`src/rtl/freq_channel_scheduler_pkg.sv`:
```
`default_nettype none
// ============================================================================
// Module      : freq_channel_scheduler_pkg
// Description : Shared state encoding, range constants and select-width helper
// Revision    : 1.0 - initial release
// ============================================================================
package freq_channel_scheduler_pkg;

    typedef enum logic [2:0] {
        ST_IDLE    = 3'd0,
        ST_PICK    = 3'd1,
        ST_SETTLE  = 3'd2,
        ST_START   = 3'd3,
        ST_WAIT    = 3'd4,
        ST_PUBLISH = 3'd5
    } state_t;

    localparam logic RANGE_LONG  = 1'b0;
    localparam logic RANGE_SHORT = 1'b1;

    function automatic int ch_width(input int channels);
        return (channels > 2) ? $clog2(channels) : 1;
    endfunction

endpackage
`default_nettype wire

```
`src/rtl/freq_channel_scheduler_rr_channel_picker.sv`:
```
`default_nettype none
// ============================================================================
// Module      : rr_channel_picker
// Description : First set mask bit strictly after last, wrapping at the top
// Revision    : 1.0 - initial release
// ============================================================================
module rr_channel_picker
    import freq_channel_scheduler_pkg::*;
#(
    parameter int CHANNELS = 4,
    parameter int CH_W     = ch_width(CHANNELS)
) (
    input  logic [CHANNELS-1:0] mask,
    input  logic [CH_W-1:0]     last,
    output logic [CH_W-1:0]     next_idx,
    output logic                found
);

    logic [CH_W-1:0] idx;

    // Offset 1..CHANNELS so the last-served channel is reconsidered only after all others
    always_comb begin
        next_idx = '0;
        found    = 1'b0;
        idx      = '0;
        for (int i = 1; i <= CHANNELS; i++) begin
            idx = CH_W'((int'(last) + i) % CHANNELS);
            if (!found && mask[idx]) begin
                found    = 1'b1;
                next_idx = idx;
            end
        end
    end

endmodule
`default_nettype wire

```
`src/rtl/freq_channel_scheduler.sv`:
```
`default_nettype none
// ============================================================================
// Module      : freq_channel_scheduler
// Description : Round-robin sequencer of a shared measurement engine with
//               per-channel gate autoranging and a valid/ready result port
// Revision    : 1.0 - initial release
// ============================================================================
module freq_channel_scheduler
    import freq_channel_scheduler_pkg::*;
#(
    parameter int CHANNELS      = 4,
    parameter int BITS          = 12,
    parameter int COUNT_BITS    = 7,
    parameter int PERIOD_LONG   = 1200,
    parameter int PERIOD_SHORT  = 120,
    parameter int LOW_THRESH    = 10,
    parameter int SETTLE_CYCLES = 4,
    parameter int WATCHDOG      = 4000,
    localparam int CH_W         = ch_width(CHANNELS)
) (
    input  logic                  clk,
    input  logic                  reset,
    input  logic                  enable,
    input  logic [CHANNELS-1:0]   chan_mask,
    output logic [CH_W-1:0]       sel,
    output logic                  meas_start,
    output logic [BITS-1:0]       meas_period,
    input  logic                  meas_done,
    input  logic [COUNT_BITS-1:0] meas_count,
    input  logic                  meas_ovf,
    output logic                  res_valid,
    input  logic                  res_ready,
    output logic [CH_W-1:0]       res_chan,
    output logic [COUNT_BITS-1:0] res_count,
    output logic                  res_range,
    output logic                  res_ovf,
    output logic                  res_err
);

    localparam int SET_W = (SETTLE_CYCLES > 1) ? $clog2(SETTLE_CYCLES) : 1;

    state_t                  state_q, state_d;
    logic [CH_W-1:0]         sel_q, sel_d;
    logic [CH_W-1:0]         last_q, last_d;
    logic [CHANNELS-1:0]     range_q, range_d;
    logic [BITS-1:0]         wd_q, wd_d;
    logic [SET_W-1:0]        settle_q, settle_d;
    logic                    meas_start_q, meas_start_d;
    logic [BITS-1:0]         meas_period_q, meas_period_d;
    logic                    res_valid_q, res_valid_d;
    logic [CH_W-1:0]         res_chan_q, res_chan_d;
    logic [COUNT_BITS-1:0]   res_count_q, res_count_d;
    logic                    res_range_q, res_range_d;
    logic                    res_ovf_q, res_ovf_d;
    logic                    res_err_q, res_err_d;

    logic [CH_W-1:0]         pick_idx;
    logic                    pick_found;
    logic                    cur_range;

    rr_channel_picker #(
        .CHANNELS (CHANNELS),
        .CH_W     (CH_W)
    ) u_picker (
        .mask     (chan_mask),
        .last     (last_q),
        .next_idx (pick_idx),
        .found    (pick_found)
    );

    assign cur_range = range_q[sel_q];

    always_comb begin
        state_d       = state_q;
        sel_d         = sel_q;
        last_d        = last_q;
        range_d       = range_q;
        wd_d          = wd_q;
        settle_d      = settle_q;
        meas_start_d  = 1'b0;
        meas_period_d = meas_period_q;
        res_valid_d   = res_valid_q;
        res_chan_d    = res_chan_q;
        res_count_d   = res_count_q;
        res_range_d   = res_range_q;
        res_ovf_d     = res_ovf_q;
        res_err_d     = res_err_q;
        case (state_q)
            ST_IDLE: begin
                if (enable && (|chan_mask)) state_d = ST_PICK;
            end
            ST_PICK: begin
                if (pick_found) begin
                    sel_d    = pick_idx;
                    settle_d = '0;
                    state_d  = ST_SETTLE;
                end else begin
                    state_d  = ST_IDLE;
                end
            end
            ST_SETTLE: begin
                // Pulse and period are registered on entry to START
                if (settle_q == SET_W'(SETTLE_CYCLES - 1)) begin
                    state_d       = ST_START;
                    meas_start_d  = 1'b1;
                    meas_period_d = (cur_range == RANGE_SHORT) ? BITS'(PERIOD_SHORT)
                                                               : BITS'(PERIOD_LONG);
                end else begin
                    settle_d = settle_q + 1'b1;
                end
            end
            ST_START: begin
                wd_d    = '0;
                state_d = ST_WAIT;
            end
            ST_WAIT: begin
                if (meas_done) begin
                    res_chan_d  = sel_q;
                    res_count_d = meas_count;
                    res_ovf_d   = meas_ovf;
                    res_range_d = cur_range;
                    res_err_d   = 1'b0;
                    res_valid_d = 1'b1;
                    state_d     = ST_PUBLISH;
                    if (cur_range == RANGE_LONG && meas_ovf) begin
                        range_d[sel_q] = RANGE_SHORT;
                    end else if (cur_range == RANGE_SHORT && !meas_ovf &&
                                 meas_count < COUNT_BITS'(LOW_THRESH)) begin
                        range_d[sel_q] = RANGE_LONG;
                    end
                end else if (wd_q == BITS'(WATCHDOG - 1)) begin
                    res_chan_d  = sel_q;
                    res_count_d = '0;
                    res_ovf_d   = 1'b0;
                    res_range_d = cur_range;
                    res_err_d   = 1'b1;
                    res_valid_d = 1'b1;
                    state_d     = ST_PUBLISH;
                end else begin
                    wd_d = wd_q + 1'b1;
                end
            end
            ST_PUBLISH: begin
                if (res_ready) begin
                    last_d      = sel_q;
                    res_valid_d = 1'b0;
                    state_d     = enable ? ST_PICK : ST_IDLE;
                end
            end
            default: state_d = ST_IDLE;
        endcase
    end

    always_ff @(posedge clk) begin
        if (reset) begin
            state_q       <= ST_IDLE;
            sel_q         <= '0;
            last_q        <= CH_W'(CHANNELS - 1);
            range_q       <= '0;
            wd_q          <= '0;
            settle_q      <= '0;
            meas_start_q  <= 1'b0;
            meas_period_q <= '0;
            res_valid_q   <= 1'b0;
            res_chan_q    <= '0;
            res_count_q   <= '0;
            res_range_q   <= 1'b0;
            res_ovf_q     <= 1'b0;
            res_err_q     <= 1'b0;
        end else begin
            state_q       <= state_d;
            sel_q         <= sel_d;
            last_q        <= last_d;
            range_q       <= range_d;
            wd_q          <= wd_d;
            settle_q      <= settle_d;
            meas_start_q  <= meas_start_d;
            meas_period_q <= meas_period_d;
            res_valid_q   <= res_valid_d;
            res_chan_q    <= res_chan_d;
            res_count_q   <= res_count_d;
            res_range_q   <= res_range_d;
            res_ovf_q     <= res_ovf_d;
            res_err_q     <= res_err_d;
        end
    end

    // Masked so a pulse registered just before reset never leaks into the reset cycle
    assign meas_start  = meas_start_q & ~reset;
    assign sel         = sel_q;
    assign meas_period = meas_period_q;
    assign res_valid   = res_valid_q;
    assign res_chan    = res_chan_q;
    assign res_count   = res_count_q;
    assign res_range   = res_range_q;
    assign res_ovf     = res_ovf_q;
    assign res_err     = res_err_q;

endmodule
`default_nettype wire

```
`config.mk`:
```
export PLATFORM = sky130hd
export DESIGN_NAME = freq_channel_scheduler
export DESIGN_NICKNAME = d
export VERILOG_FILES = /design/src/rtl/freq_channel_scheduler_pkg.sv /design/src/rtl/freq_channel_scheduler_rr_channel_picker.sv /design/src/rtl/freq_channel_scheduler.sv
export SDC_FILE = /design/constraint.sdc
export NUM_CORES = 1
export LEC_CHECK = 0
export BUFFER_PORTS_ARGS = -buffer_cell sky130_fd_sc_hd__buf_2
export CAP_MARGIN = 10
export CORE_ASPECT_RATIO = 0.9
export CORE_MARGIN = 1
export CORE_UTILIZATION = 57
export DETAILED_ROUTE_END_ITERATION = 16
export GPL_TIMING_DRIVEN = 0
export HOLD_SLACK_MARGIN = 0.12
export PLACE_DENSITY = 0.9
export SLEW_MARGIN = 20
export SYNTH_ARGS = -nofsm -noshare
export SYNTH_HDL_FRONTEND = slang
export SYNTH_SLANG_ARGS = --single-unit
```
`constraint.sdc`:
```
create_clock -name clk -period 4.9 [get_ports clk]
set_input_delay 0 -clock clk [delete_from_list [all_inputs] [get_ports clk]]
set_output_delay 0 -clock clk [all_outputs]
set_load 0.01 [all_outputs]
```
* Word level (Yosys, flattened, before mapping)
Index checks and enable logic that the tools add are counted.
** Storage, ports and cells
- Register bits :: 51
** Operators by class
- Add/sub/neg operators :: 6
- $lt $le $gt $ge :: 7
- Equality and inequality tests :: 15
- Mux-type cells :: 51
- Bitwise logic cells :: 7
- Reduce and logical (&&, ||, !) cells :: 29
** Operator list (count)
- two-way mux 12 bit :: 2
- one-hot mux 12 bit (2 select lines) :: 1
- two-way mux 1 bit :: 20
- two-way mux 2 bit :: 9
- one-hot mux 3 bit (6 select lines) :: 1
- less-than comparator 2 x 3 -> 1 bit (second input constant) :: 5
- two-way mux 3 bit :: 5
- two-way mux 7 bit :: 2
- inequality test 2 bit (second input constant) :: 7
- adder 12 x 1 -> 12 bit (second input constant) :: 1
- equality test 12 bit (second input constant) :: 1
- AND reduction 3 bit :: 4
- two-way mux 11 bit :: 1
- binary-select mux 1 bit (select 2 bit) :: 5
- nonzero test 2 bit :: 5
- logical AND 1 bit :: 8
- two-way mux 4 bit :: 2
- AND reduction 2 bit :: 4
- less-than comparator 7 x 4 -> 1 bit (second input constant) :: 1
- adder 2 x 1 -> 2 bit (second input constant) :: 3
- equality test 3 x 2 -> 1 bit (second input constant) :: 2
- equality test 3 bit (second input constant) :: 2
- adder 2 bit (second input constant) :: 2
- AND 4 bit :: 1
- other kinds (16) :: 21

* Logic depth before layout (Yosys ltp)
Gate-level depths: netlist of the first run.
- Depth in word-level cells :: 15
- Mapped depth :: 7
- Gate-level depth less buffers :: 5

* Modules after synthesis
Synthesis of the first run repeated with hierarchy kept, for this count alone.
** Unflattened totals
- Cells, all modules :: 239
- Area, all modules :: 2189.6 um^2
** By module, submodules not included
- freq_channel_scheduler :: times used 1, cells an instance 225, area each 2098.3 um^2, seq. area each 840.8 um^2
- rr_channel_picker :: times used 1, cells an instance 14, area each 91.3 um^2, seq. area each 0.0 um^2

* Worst setup path after synthesis of the first run
OpenSTA, ideal clock, no wires.
- Path kind :: reg-to-reg
- From :: register wd_q[0]
- To :: register res_count_q[0] (netlist: res_count[0])
- Setup time :: 59 ps
- Arrival :: 1735 ps
- Required time :: 4841 ps
- Setup slack :: 3106 ps
- Stages on the path, launching flop included :: 7
- Period minus slack after synthesis :: 1794 ps
- Path through :: dfxtp_1 > ha_1 > and4_1 > clkbuf_1 > a31o_2 > a21oi_1 > a22o_1
** Between the ends
- Cells in the longest elaborated chain, start to end :: 3
** Ends and longest elaborated chain
- start, declared :: RTL line freq_channel_scheduler.sv:46 : logic [BITS-1:0] wd_q, wd_d;
- start signal, assigned :: RTL line freq_channel_scheduler.sv:175 : wd_q <= wd_d;
- equality test 12 bit :: RTL line freq_channel_scheduler.sv:131 : end else if (wd_q == BITS'(WATCHDOG - 1)) begin
- nonzero test 2 bit (no line)
- AND reduction 2 bit (no line)
- end signal, assigned :: RTL line freq_channel_scheduler.sv:181 : res_count_q <= res_count_d;
- end, declared :: RTL line freq_channel_scheduler.sv:52 : logic [COUNT_BITS-1:0] res_count_q, res_count_d;
Every way passes these cells.
A chain may end at the register's enable or synchronous reset.

* Worst setup path after layout of the first run
- From :: register wd_q[0]
- To :: register res_count_q[6] (netlist: res_count[6])
Same word-level chain as after synthesis.

==> flow_summary.html, run 1 <==
<table>
<tr><th>Metric</th><th>Value</th></tr>
<tr><th colspan="2">Run status</th></tr>
<tr><td>Run status</td><td>finished clean</td></tr>
<tr><th colspan="2">Placed design</th></tr>
<tr><td>Post-placement cell area</td><td>2351 um^2</td></tr>
<tr><td>HPWL Detailed</td><td>3403 um</td></tr>
<tr><td>Instance count after placement with tap cells included</td><td>316</td></tr>
<tr><td>Placer's final routability congestion estimate</td><td>0.8454</td></tr>
<tr><td>Input/output buffers</td><td>38</td></tr>
<tr><th colspan="2">Hold path</th></tr>
<tr><td>Hold crit path type</td><td>primary input to flop</td></tr>
<tr><td>Number of cells on the worst hold path</td><td>4</td></tr>
<tr><td>Sink of the worst hold path</td><td>sel[0]</td></tr>
<tr><td>Min-Delay Startpoint</td><td>chan_mask[0]</td></tr>
<tr><th colspan="2">Clock tree</th></tr>
<tr><td>Depth of the CTS H-tree</td><td>2</td></tr>
<tr><td>Clock root buffer</td><td>clkbuf_8</td></tr>
<tr><td>Clock slew seen by the registers of the worst setup and hold paths</td><td>80 ps</td></tr>
<tr><td>Max Root-Sink Buffers</td><td>2</td></tr>
<tr><td>TritonCTS clock tree</td><td>yes</td></tr>
<tr><td>Resized Gates After CTS</td><td>0</td></tr>
<tr><td>Clock insertion delay at the later pin of the skew report</td><td>300 ps</td></tr>
<tr><td>CTS buffer count</td><td>5</td></tr>
<tr><td>Clk sink count</td><td>42</td></tr>
<tr><th colspan="2">Floorplanning</th></tr>
<tr><td>Die Span X</td><td>65.78 um</td></tr>
<tr><td>Placeable Area</td><td>3428 um^2</td></tr>
<tr><td>Die Ht</td><td>59.41 um</td></tr>
<tr><td>Initial cell density of the core</td><td>60.88%</td></tr>
<tr><td>Die Footprint</td><td>3908 um^2</td></tr>
<tr><td>Number of top-level pins</td><td>45</td></tr>
<tr><td>Number of core rows</td><td>20</td></tr>
<tr><th colspan="2">Route</th></tr>
<tr><td>Drt wl/cell</td><td>15.11 um</td></tr>
<tr><td>Total wire length after detailed routing</td><td>5106 um</td></tr>
<tr><td>Number of nets with antenna violations after routing</td><td>0</td></tr>
<tr><td>Per-cell via count in the routed design</td><td>5.929</td></tr>
<tr><td>Vias after detailed routing</td><td>2004</td></tr>
<tr><td>DRC violations left</td><td>0</td></tr>
<tr><td>Router iterations before antenna repair</td><td>4</td></tr>
<tr><td>DRC violation total after the first TritonRoute iteration</td><td>124</td></tr>
<tr><th colspan="2">Synthesis</th></tr>
<tr><td>Cell area after synthesis</td><td>2087 um^2</td></tr>
<tr><td>Cell type with the highest aggregate area in the netlist</td><td>dfxtp_1</td></tr>
<tr><td>Post-synth ARST share</td><td>0%</td></tr>
<tr><td>#FFs+latches synth</td><td>42</td></tr>
<tr><td>Synth Area per Inst</td><td>9.114 um^2</td></tr>
<tr><td>Count of flip-flops with a built-in enable after synthesis</td><td>0</td></tr>
<tr><td>Mapped Cells</td><td>229</td></tr>
<tr><td>Top-area cell type share of the netlist area</td><td>40.29%</td></tr>
<tr><td>Ranking of synthesized cells by area</td><td>dfxtp_1 (40%), a2111oi_2 (5.0%), a21oi_1 (4.1%)</td></tr>
<tr><td>Distinct cell type count after synthesis</td><td>53</td></tr>
<tr><td>Sequential area share after synthesis</td><td>40.29%</td></tr>
<tr><td>Predominant post-synthesis flop cell</td><td>dfxtp_1</td></tr>
<tr><td>Number of warnings issued by yosys</td><td>0</td></tr>
<tr><th colspan="2">Setup path</th></tr>
<tr><td>Critical Path Start Type</td><td>flop</td></tr>
<tr><td>Reg-to-reg critical path startpoint</td><td>wd_q[0]</td></tr>
<tr><td>CP peak stage delay</td><td>540 ps</td></tr>
<tr><td>Crit Path Category</td><td>flop to flop</td></tr>
<tr><td>FF-to-FF path depth</td><td>6</td></tr>
<tr><td>Number of buffer and inverter stages on the critical path</td><td>1</td></tr>
<tr><td>Element type at the critical path end</td><td>flop</td></tr>
<tr><td>Critical Path AT</td><td>2420 ps</td></tr>
<tr><td>Data required time at the worst endpoint</td><td>5150 ps</td></tr>
<tr><td>Endpoint of the most critical register-to-register path</td><td>res_count[6]</td></tr>
<tr><td>Critical Path Slowest Stage Cell</td><td>a21oi_1</td></tr>
<tr><td>CP max FO</td><td>8</td></tr>
<tr><td>R2r setup slk</td><td>2730 ps</td></tr>
<tr><td>Gate family responsible for the most delay along the worst path</td><td>compound AO/OA/AOI/OAI gates</td></tr>
<tr><td>CP Cell Sequence</td><td>ha_1 &gt; and4_1 &gt; clkbuf_1 &gt; a31o_2 &gt; a21oi_1 &gt; a22o_1</td></tr>
<tr><th colspan="2">Pwr</th></tr>
<tr><td>Internal power</td><td>489.0 uW</td></tr>
<tr><td>Switch Pwr</td><td>162.9 uW</td></tr>
<tr><td>Pwr dens</td><td>252.1 nW/um^2</td></tr>
<tr><td>IR Drop Worst-Case VDD</td><td>0.2705 mV</td></tr>
<tr><td>Leakage power</td><td>0.001051 uW</td></tr>
<tr><td>Sequential group share of total power</td><td>53.4%</td></tr>
<tr><td>Portion of total power attributed to combinational logic</td><td>10.8%</td></tr>
<tr><td>Clock Power Share</td><td>35.8%</td></tr>
<tr><td>Net switching share of the total power</td><td>24.99%</td></tr>
<tr><th colspan="2">Finish</th></tr>
<tr><td>Final antenna diode count</td><td>0</td></tr>
<tr><td>Ratio of cells with drive above 1 in the final layout</td><td>25.85%</td></tr>
<tr><td>Leading cell types in the layout, fill and taps excluded</td><td>dfxtp_1 (42), buf_2 (41), a21oi_1 (17)</td></tr>
<tr><td>Commonest non-fill, non-tap cell in the layout</td><td>dfxtp_1</td></tr>
<tr><td>Layout Nets</td><td>312</td></tr>
<tr><td>Syn-to-layout area delta</td><td>23.92%</td></tr>
<tr><td>Final cell count without fillers</td><td>338</td></tr>
<tr><td>Final standard cell utilization of the core</td><td>75.44%</td></tr>
<tr><td>Fillers</td><td>240</td></tr>
<tr><td>Total non-filler cell area in the finished layout</td><td>2586 um^2</td></tr>
<tr><th colspan="2">Run</th></tr>
<tr><td>Max cap viols</td><td>0</td></tr>
<tr><th colspan="2">GRT</th></tr>
<tr><td>Total congestion overflow after global routing</td><td>0</td></tr>
<tr><td>First-pass GRT wire length</td><td>8431 um</td></tr>
<tr><td>Antenna violations before repair</td><td>0</td></tr>
<tr><td>Maximum number of pins on one net before global-route repair</td><td>14</td></tr>
<tr><td>GRT Total Usage</td><td>28.67%</td></tr>
<tr><td>Number of global-route vias before repair</td><td>1912</td></tr>
<tr><th colspan="2">STA</th></tr>
<tr><td>RSZ-0062 raised after global routing</td><td>no</td></tr>
<tr><td>Tightest Pin Transition</td><td>711.8 ps</td></tr>
<tr><td>Final worst path period need</td><td>2166 ps</td></tr>
<tr><td>Final setup violation count</td><td>0</td></tr>
<tr><td>Highest clock frequency the design can meet</td><td>461.6 MHz</td></tr>
<tr><td>Number of hold violations in the final report</td><td>0</td></tr>
<tr><td>Setup TNS</td><td>0 ps</td></tr>
<tr><td>Share of the clock period used by the worst path</td><td>44.21%</td></tr>
<tr><td>Max Transition Viols Final</td><td>0</td></tr>
<tr><td>Setup clock skew after layout</td><td>6.947 ps</td></tr>
<tr><td>Post-route worst hold slack</td><td>128.5 ps</td></tr>
<tr><td>Relative slew slack</td><td>52.44%</td></tr>
</table>
==> worst register-to-register path, delay by kind of cell, from the launching register on <==
family / cells / cell delay, ps
buf+inv: 1 / 170
flops: 1 / 370
simple gates: 1 / 210
fa+ha+maj: 1 / 260
compound gates: 3 / 1100
==> cell type report <==
cell class / count / area [um^2] / share of cell area (%)
buffer: 22 / 127.6 / 4.935
clock buffer: 6 / 82.58 / 3.193
clock inverter: 2 / 12.51 / 0.4838
inverter: 11 / 41.29 / 1.597
multi-input combinational: 159 / 1096 / 42.38
sequential: 42 / 840.8 / 32.51
tap: 44 / 55.05 / 2.129
timing repair buffer: 52 / 330.3 / 12.77
==> registers in the layout (all words and copies together), names as in the netlist, named ones only <==
register,cells
settle_q,2
wd_q,12
sel,2
res_ovf,1
state_q,3
res_chan,2
res_valid,1
last_q,2
meas_start_q,1
res_count,7
res_err,1
res_range,1
meas_period,3
==> repair_timing <==
action,CTS,global route
buffers inserted,0,0
hold buffers,14,0
hold endpoints to repair,12,0
setup endpoints to repair,0,0
==> power by group through the flow <==
stage	logic, uW	registers [uW]	clock network (uW)
finish	70.2	348	233
global route	76.1	349	252
CTS	68.0	348	235
detailed placement	59.7	356	0
global placement	58.0	356	0
floorplan	39.4	356	0
==> cells by family after synthesis <==
| kind of cell | Yosys count | synth area share (%) |
|---|---|---|
| compound gates | 69 | 26.62 |
| xor+xnor | 4 | 1.678 |
| fa+ha+maj | 2 | 1.199 |
| buf+inv | 33 | 8.093 |
| flops | 42 | 40.29 |
| mux | 4 | 2.518 |
| other cells | 1 | 0.1797 |
| simple gates | 74 | 19.42 |
==> cell usage after synthesis (2+ instances only) <==
cell / n
dfxtp_1: 42
and4_1: 2
and2_1: 2
mux2i_1: 3
nor2_1: 12
o21ai_0: 7
nand4_1: 3
nand2_1: 16
a31oi_1: 2
nor2b_1: 3
nand3_1: 12
nand3b_1: 3
a21oi_1: 17
inv_1: 11
buf_4: 9
buf_1: 2
a2111oi_2: 7
clkbuf_1: 7
o2111ai_1: 5
a2111o_1: 4
ha_1: 2
or2_2: 2
o21a_1: 3
xnor2_1: 4
nor3_1: 6
a31o_2: 2
a22o_1: 8
buf_2: 3
nor3b_1: 3
nand2b_1: 2
o211ai_1: 3
==> per-stage QoR <==
stage / power [uW] / setup slack [ps]
floorplan: 395.7 / 3106
global placement: 414.0 / 2865
detailed placement: 416.0 / 2785
CTS: 651.7 / 2761
global route: 677.0 / 2562
finish: 652.0 / 2734
==> per-layer routing <==
layer  up-vias  global-route usage [%]  part of all wire [%]
met2        84                   48.69                    48
met1       933                   33.85                    42
met3        16                   6.538                   7.1
li1        971                       -                     -
met4         0                   14.60                   2.6
met5         -                       0                     0
==> worst max-delay path by stage <==
stage | startpoint | cells after the start | end | slack (ps)
floorplan | wd_q[0] | 6 | res_count[0] | 3110
global placement | wd_q[0] | 6 | res_count[1] | 2870
detailed placement | wd_q[0] | 6 | res_count[6] | 2790
CTS | wd_q[0] | 6 | res_count[0] | 2760
global route | wd_q[0] | 6 | res_count[6] | 2560
finish | wd_q[0] | 6 | res_count[6] | 2730
No activity file was read; power rests on OpenSTA's default activity.
==> run 2: changes to the inputs <==
CORE_UTILIZATION = 54   (was 57)
PLACE_DENSITY = 0.86   (was 0.9)
clock period = 2 ns   (was 4.9 ns; I/O delays follow)
==> run 2 against run 1 <==
- clock skew hardly changed
- routed wire length is 0.80% higher
- worst setup slack worse by 2600 ps
- sequential share of layout area is 0.33 points lower
- sequential power is 150% higher
- first-iteration DRC count is 15% higher
- die area is 5.4% higher
- clock power grew to 2.9 times the previous value
- core utilization is 4.9 points lower
- critical path depth is 1 higher
- hold slack better by 4.5 ps
- largest cell class unchanged
==> flow_summary.html, run 2 (synthesized netlist as in run 1, its figures left out) <==
<table>
<tr><th>Metric</th><th>Value</th></tr>
<tr><th colspan="2">Run</th></tr>
<tr><td>Max cap viols</td><td>0</td></tr>
<tr><th colspan="2">Finish</th></tr>
<tr><td>Number of flip-flops in the largest register</td><td>12</td></tr>
<tr><td>Syn-to-layout area delta</td><td>25.18%</td></tr>
<tr><td>Final standard cell utilization of the core</td><td>70.52%</td></tr>
<tr><td>Leading cell types in the layout, fill and taps excluded</td><td>dfxtp_1 (42), buf_2 (41), nand2_1 (16), a21oi_1 (16), dlygate4sd3_1 (14)</td></tr>
<tr><td>Layout Nets</td><td>310</td></tr>
<tr><td>Ratio of cells with drive above 1 in the final layout</td><td>26.37%</td></tr>
<tr><td>Register with the most flip-flops</td><td>wd_q</td></tr>
<tr><td>Commonest non-fill, non-tap cell in the layout</td><td>dfxtp_1</td></tr>
<tr><td>Final antenna diode count</td><td>0</td></tr>
<tr><th colspan="2">Setup path</th></tr>
<tr><td>Element type at the critical path end</td><td>flop</td></tr>
<tr><td>Critical Path Start Type</td><td>primary input</td></tr>
<tr><td>Data required time at the worst endpoint</td><td>2200 ps</td></tr>
<tr><td>Crit Path Category</td><td>primary input to flop</td></tr>
<tr><td>CP max FO</td><td>10</td></tr>
<tr><td>Critical Path AT</td><td>2100 ps</td></tr>
<tr><th colspan="2">STA</th></tr>
<tr><td>Relative slew slack</td><td>37.36%</td></tr>
<tr><td>Setup clock skew after layout</td><td>6.694 ps</td></tr>
<tr><td>Final setup violation count</td><td>0</td></tr>
<tr><td>Share of the clock period used by the worst path</td><td>94.83%</td></tr>
<tr><td>Number of hold violations in the final report</td><td>0</td></tr>
<tr><td>Highest clock frequency the design can meet</td><td>527.3 MHz</td></tr>
<tr><td>Crit path setup slack, layout</td><td>103.5 ps</td></tr>
<tr><td>Tightest Pin Transition</td><td>937.6 ps</td></tr>
<tr><td>Max Transition Viols Final</td><td>0</td></tr>
<tr><td>Final worst path period need</td><td>1897 ps</td></tr>
<tr><th colspan="2">Placed design</th></tr>
<tr><td>HPWL Detailed</td><td>3365 um</td></tr>
<tr><td>Placer's final routability congestion estimate</td><td>0.8116</td></tr>
<tr><td>Setup Slack @ Placement</td><td>-96.54 ps</td></tr>
<tr><td>Input/output buffers</td><td>38</td></tr>
<tr><th colspan="2">Pwr</th></tr>
<tr><td>Leakage power</td><td>0.001059 uW</td></tr>
<tr><td>IR Drop Worst-Case VDD</td><td>0.4457 mV</td></tr>
<tr><td>Pwr dens</td><td>652.1 nW/um^2</td></tr>
<tr><th colspan="2">Floorplanning</th></tr>
<tr><td>Die Ht</td><td>60.98 um</td></tr>
<tr><td>Die Span X</td><td>67.53 um</td></tr>
<tr><td>Placeable Area</td><td>3705 um^2</td></tr>
<tr><td>Number of core rows</td><td>21</td></tr>
<tr><td>Number of top-level pins</td><td>45</td></tr>
<tr><td>Initial cell density of the core</td><td>56.33%</td></tr>
<tr><td>Die Footprint</td><td>4118 um^2</td></tr>
<tr><th colspan="2">Route</th></tr>
<tr><td>Total wire length after detailed routing</td><td>5147 um</td></tr>
<tr><td>DRC violations left</td><td>0</td></tr>
<tr><td>Vias after detailed routing</td><td>1989</td></tr>
<tr><td>Per-cell via count in the routed design</td><td>5.885</td></tr>
<tr><td>DRC violation total after the first TritonRoute iteration</td><td>143</td></tr>
<tr><td>Number of nets with antenna violations after routing</td><td>0</td></tr>
<tr><td>Router iterations before antenna repair</td><td>4</td></tr>
<tr><td>Drt wl/cell</td><td>15.23 um</td></tr>
<tr><th colspan="2">GRT</th></tr>
<tr><td>GRT Total Usage</td><td>27.65%</td></tr>
<tr><td>Total congestion overflow after global routing</td><td>0</td></tr>
<tr><td>Antenna violations before repair</td><td>0</td></tr>
<tr><td>Maximum number of pins on one net before global-route repair</td><td>14</td></tr>
<tr><td>Number of global-route vias before repair</td><td>1804</td></tr>
<tr><td>First-pass GRT wire length</td><td>8328 um</td></tr>
<tr><th colspan="2">Clock tree</th></tr>
<tr><td>Clock slew seen by the registers of the worst setup and hold paths</td><td>80 ps</td></tr>
<tr><td>Clk sink count</td><td>42</td></tr>
<tr><td>Depth of the CTS H-tree</td><td>2</td></tr>
<tr><td>Clock insertion delay at the later pin of the skew report</td><td>300 ps</td></tr>
<tr><td>Max Root-Sink Buffers</td><td>2</td></tr>
<tr><td>TritonCTS clock tree</td><td>yes</td></tr>
<tr><td>CTS buffer count</td><td>5</td></tr>
<tr><td>Clock root buffer</td><td>clkbuf_8</td></tr>
<tr><th colspan="2">Run status</th></tr>
<tr><td>Run status</td><td>finished clean</td></tr>
<tr><th colspan="2">Hold path</th></tr>
<tr><td>Hold crit path type</td><td>primary input to flop</td></tr>
</table>
run 2: changes by cell type in the layout (fill, tap and decap cells not counted), sizes merged:
| cell | before | now |
|---|---|---|
| clkbuf | 13 | 11 |
| bufinv | 0 | 1 |
| clkinv | 1 | 0 |
run 2: final cells by class:
class | instances | area [um^2]
clock inverters | 2 | 37.54
fillers | 283 | 1092
inverters | 11 | 41.29
flip-flops and latches | 42 | 840.8
clock buffers | 6 | 72.57
repair buffers | 52 | 330.3
multi-input cells | 159 | 1112
plain buffers | 20 | 120.1
well taps | 46 | 57.56
run 2: where the power goes:
| group | internal (uW) | switching [uW] | leakage [uW] |
|---|---|---|---|
| sequential | 846 | 9.10 | 0.000339 |
| combinational | 76.0 | 97.0 | 0.000668 |
| clock | 373 | 303 | 0.0000514 |
run 2: timing repair:
action	4_1_cts	5_1_grt
endpoints found under the setup margin	8	13
endpoints found under the hold margin	12	0
gates cloned	0	0
gates resized for setup	1	2
hold buffers	14	0
setup buffers	0	0
run 2: critical path, cell delays in order:
cell	delay, ps
dlygate4sd3_1	540
buf_2	160
inv_1	140
clkbuf_1	420
o2111ai_1	180
dlygate4sd3_1	590
o41ai_1	60
run 2: worst paths after layout:
check / start / to / slack (ps) / cells after the start
max: reset / state_q[0] / 100 / 7
min: chan_mask[0] / sel[0] / 130 / 4
max reg2reg: sel[0] / flop / 100 / 5
min reg2reg: res_ovf / res_ovf / 480 / 1
run 2: per-stage QoR:
| step | cell area, um^2 | TNS, ps | hold WS (ps) | std cells | power [uW] |
|---|---|---|---|---|---|
| 6_report | 2613 | 0 | 133.0 | 338 | 1704 |
| 5_1_grt | 2613 | -63.36 | 156.9 | 338 | 1761 |
| 4_1_cts | 2608 | 0 | 122.9 | 340 | 1700 |
| 3_5_place_dp | 2354 | -658.3 | 228.7 | 318 | 1019 |
| 3_3_place_gp | 2354 | -417.6 | 211.5 | 318 | 1015 |
| 2_1_floorplan | 2106 | 0 | 125.7 | 234 | 969.6 |
run 2: layer usage:
metal	global-route usage (%)	wire length (um)	vias up
met5	0	0	-
met4	12.77	125	0
met3	7.895	228	14
met2	45.26	2540	69
met1	33.60	2252	937
li1	-	-	969
==> run 3: changes to the inputs <==
==> constraint.sdc (replaced) <==
create_clock -name clk -period 2 [get_ports clk]
set_input_delay 0 -clock clk [delete_from_list [all_inputs] [get_ports clk]]
set_output_delay 0 -clock clk [all_outputs]
set_load 0.1 [all_outputs]
==> run 3 against run 2 <==
- flip-flop and latch count stayed put
- power is 3.8% lower
- register-to-register slack hardly changed
- cell area is 0.77% lower
- global-route usage is 3.0 points lower
- combinational power is 39% higher
- core utilization is 0.54 points lower
- largest power group unchanged
- critical path type is now flop to flop
- non-clock buffer count stayed put
- clock skew hardly changed
- first-iteration DRC count is 42% lower
- sequential share of layout area is 0.54 points higher
- largest cell class unchanged
- maximum frequency is 0.50% higher
==> flow_summary.html, run 3 (synthesized netlist as in run 1, its figures left out) <==
<table>
<tr><th>Metric</th><th>Value</th></tr>
<tr><th colspan="2">Run status</th></tr>
<tr><td>Run status</td><td>finished clean</td></tr>
<tr><th colspan="2">Route</th></tr>
<tr><td>Number of nets with antenna violations after routing</td><td>0</td></tr>
<tr><td>Total wire length after detailed routing</td><td>4812 um</td></tr>
<tr><td>Router iterations before antenna repair</td><td>7</td></tr>
<tr><td>Per-cell via count in the routed design</td><td>5.725</td></tr>
<tr><td>DRC violations left</td><td>0</td></tr>
<tr><td>Vias after detailed routing</td><td>1935</td></tr>
<tr><td>DRC violation total after the first TritonRoute iteration</td><td>83</td></tr>
<tr><td>Drt wl/cell</td><td>14.24 um</td></tr>
<tr><th colspan="2">Clock tree</th></tr>
<tr><td>Clk sink count</td><td>42</td></tr>
<tr><td>Depth of the CTS H-tree</td><td>2</td></tr>
<tr><td>Clock insertion delay at the later pin of the skew report</td><td>300 ps</td></tr>
<tr><td>Max Root-Sink Buffers</td><td>2</td></tr>
<tr><td>Clock slew seen by the registers of the worst setup and hold paths</td><td>80 ps</td></tr>
<tr><td>Clock root buffer</td><td>clkbuf_8</td></tr>
<tr><td>TritonCTS clock tree</td><td>yes</td></tr>
<tr><td>CTS buffer count</td><td>5</td></tr>
<tr><td>Count of buffers added by post-CTS timing repair for setup</td><td>0</td></tr>
<tr><th colspan="2">Finish</th></tr>
<tr><td>Final cell count without fillers</td><td>338</td></tr>
<tr><td>Leading cell types in the layout, fill and taps excluded</td><td>buf_2 (41), dfxtp_1 (40), a21oi_1 (16)</td></tr>
<tr><td>Final antenna diode count</td><td>0</td></tr>
<tr><td>Total non-filler cell area in the finished layout</td><td>2592 um^2</td></tr>
<tr><td>Fillers</td><td>285</td></tr>
<tr><td>Number of flip-flops in the largest register</td><td>12</td></tr>
<tr><td>Ratio of cells with drive above 1 in the final layout</td><td>27.74%</td></tr>
<tr><td>Layout Nets</td><td>310</td></tr>
<tr><td>Syn-to-layout area delta</td><td>24.22%</td></tr>
<tr><td>Register with the most flip-flops</td><td>wd_q</td></tr>
<tr><td>Commonest non-fill, non-tap cell in the layout</td><td>buf_2</td></tr>
<tr><th colspan="2">Floorplanning</th></tr>
<tr><td>Die Span X</td><td>67.53 um</td></tr>
<tr><td>Die Footprint</td><td>4118 um^2</td></tr>
<tr><td>Placeable Area</td><td>3705 um^2</td></tr>
<tr><td>Number of top-level pins</td><td>45</td></tr>
<tr><td>Number of core rows</td><td>21</td></tr>
<tr><td>Initial cell density of the core</td><td>56.33%</td></tr>
<tr><td>Die Ht</td><td>60.98 um</td></tr>
<tr><th colspan="2">Setup path</th></tr>
<tr><td>R2r setup slk</td><td>110 ps</td></tr>
<tr><td>Element type at the critical path end</td><td>flop</td></tr>
<tr><td>Data required time at the worst endpoint</td><td>2200 ps</td></tr>
<tr><td>Critical Path AT</td><td>2090 ps</td></tr>
<tr><td>Critical Path Start Type</td><td>flop</td></tr>
<tr><td>Crit Path Category</td><td>flop to flop</td></tr>
<tr><td>CP max FO</td><td>7</td></tr>
<tr><th colspan="2">Placed design</th></tr>
<tr><td>Input/output buffers</td><td>38</td></tr>
<tr><td>HPWL Detailed</td><td>3282 um</td></tr>
<tr><td>Instance count after placement with tap cells included</td><td>318</td></tr>
<tr><td>Post-placement cell area</td><td>2361 um^2</td></tr>
<tr><td>Placer's final routability congestion estimate</td><td>0.8280</td></tr>
<tr><th colspan="2">GRT</th></tr>
<tr><td>Maximum number of pins on one net before global-route repair</td><td>14</td></tr>
<tr><td>GRT Total Usage</td><td>24.63%</td></tr>
<tr><td>First-pass GRT wire length</td><td>7500 um</td></tr>
<tr><td>Total congestion overflow after global routing</td><td>0</td></tr>
<tr><td>Antenna violations before repair</td><td>0</td></tr>
<tr><td>Number of global-route vias before repair</td><td>1665</td></tr>
<tr><th colspan="2">STA</th></tr>
<tr><td>Post-route worst hold slack</td><td>141.3 ps</td></tr>
<tr><td>Number of hold violations in the final report</td><td>0</td></tr>
<tr><td>RSZ-0062 raised after global routing</td><td>yes</td></tr>
<tr><td>Share of the clock period used by the worst path</td><td>94.36%</td></tr>
<tr><td>Relative slew slack</td><td>46.46%</td></tr>
<tr><td>Highest clock frequency the design can meet</td><td>529.9 MHz</td></tr>
<tr><td>Final worst path period need</td><td>1887 ps</td></tr>
<tr><td>Max Transition Viols Final</td><td>0</td></tr>
<tr><td>Final setup violation count</td><td>0</td></tr>
<tr><td>Tightest Pin Transition</td><td>801.4 ps</td></tr>
<tr><td>Setup TNS</td><td>0 ps</td></tr>
<tr><td>Setup clock skew after layout</td><td>6.753 ps</td></tr>
<tr><th colspan="2">Pwr</th></tr>
<tr><td>Sequential group share of total power</td><td>52.1%</td></tr>
<tr><td>Portion of total power attributed to combinational logic</td><td>14.7%</td></tr>
<tr><td>Pwr dens</td><td>632.5 nW/um^2</td></tr>
<tr><td>Clock Power Share</td><td>33.2%</td></tr>
<tr><td>IR Drop Worst-Case VDD</td><td>0.4315 mV</td></tr>
<tr><td>Net switching share of the total power</td><td>28.80%</td></tr>
<tr><td>Switch Pwr</td><td>472.2 uW</td></tr>
<tr><td>Leakage power</td><td>0.001055 uW</td></tr>
<tr><td>Internal power</td><td>1168 uW</td></tr>
<tr><th colspan="2">Hold path</th></tr>
<tr><td>Hold crit path type</td><td>primary input to flop</td></tr>
<tr><th colspan="2">Run</th></tr>
<tr><td>Max cap viols</td><td>0</td></tr>
</table>
run 3: cell type report:
cell class	instances	area (um^2)	area share, %
Tap cell	46	57.56	2.220
Timing Repair Buffer	52	330.3	12.74
Inverter	11	41.29	1.593
Clock inverter	2	13.76	0.5309
Sequential cell	42	848.3	32.72
Buffer	20	121.4	4.681
Multi-Input combinational cell	159	1107	42.71
Clock buffer	6	72.57	2.799
run 3: through the flow:
step / setup WS, ps / util, % / total power, uW
floorplan: 7.180 / - / 1039
global placement: -67.28 / 63.73 / 1085
detailed placement: -69.41 / 63.73 / 1088
CTS: 78.33 / 69.94 / 1642
global route: -8.574 / 69.98 / 1694
finish: 112.8 / 69.98 / 1640
run 3: critical path, stage by stage, from the launching register on:
cell and delay [ps]:
dfxtp_4 340, buf_2 170, mux4_2 580, o21a_1 300, a2111oi_2 390
run 3: final timing paths:
kind                   to         start  cells past startpoint
max                  flop        sel[0]                      4
max reg2reg          flop        sel[0]                      4
min reg2reg  res_count[5]  res_count[5]                      1
min               wd_q[2]         reset                      4
run 3: what timing repair did:
| item | 4_1_cts | 5_1_grt |
|---|---|---|
| resized for setup | 1 | 4 |
| hold buffers | 14 | 0 |
| endpoints found under the hold margin | 11 | 0 |
| setup endpoints to repair | 8 | 12 |
run 3: metal layers:
metal | share of wire (%) | global-route usage (%)
met1 | 47 | 30.15
met2 | 49 | 42.01
met3 | 2.6 | 4.699
met4 | 1.3 | 10.94
met5 | 0 | 0
run 3: power groups by stage:
stage                     registers (uW)  logic [uW]  clock network (uW)
after detailed placement             872         216                   0
after CTS                            852         238                 552
after global routing                 855         257                 581
after global placement               871         214                   0
final                                854         241                 545
after floorplan                      899         141                   0
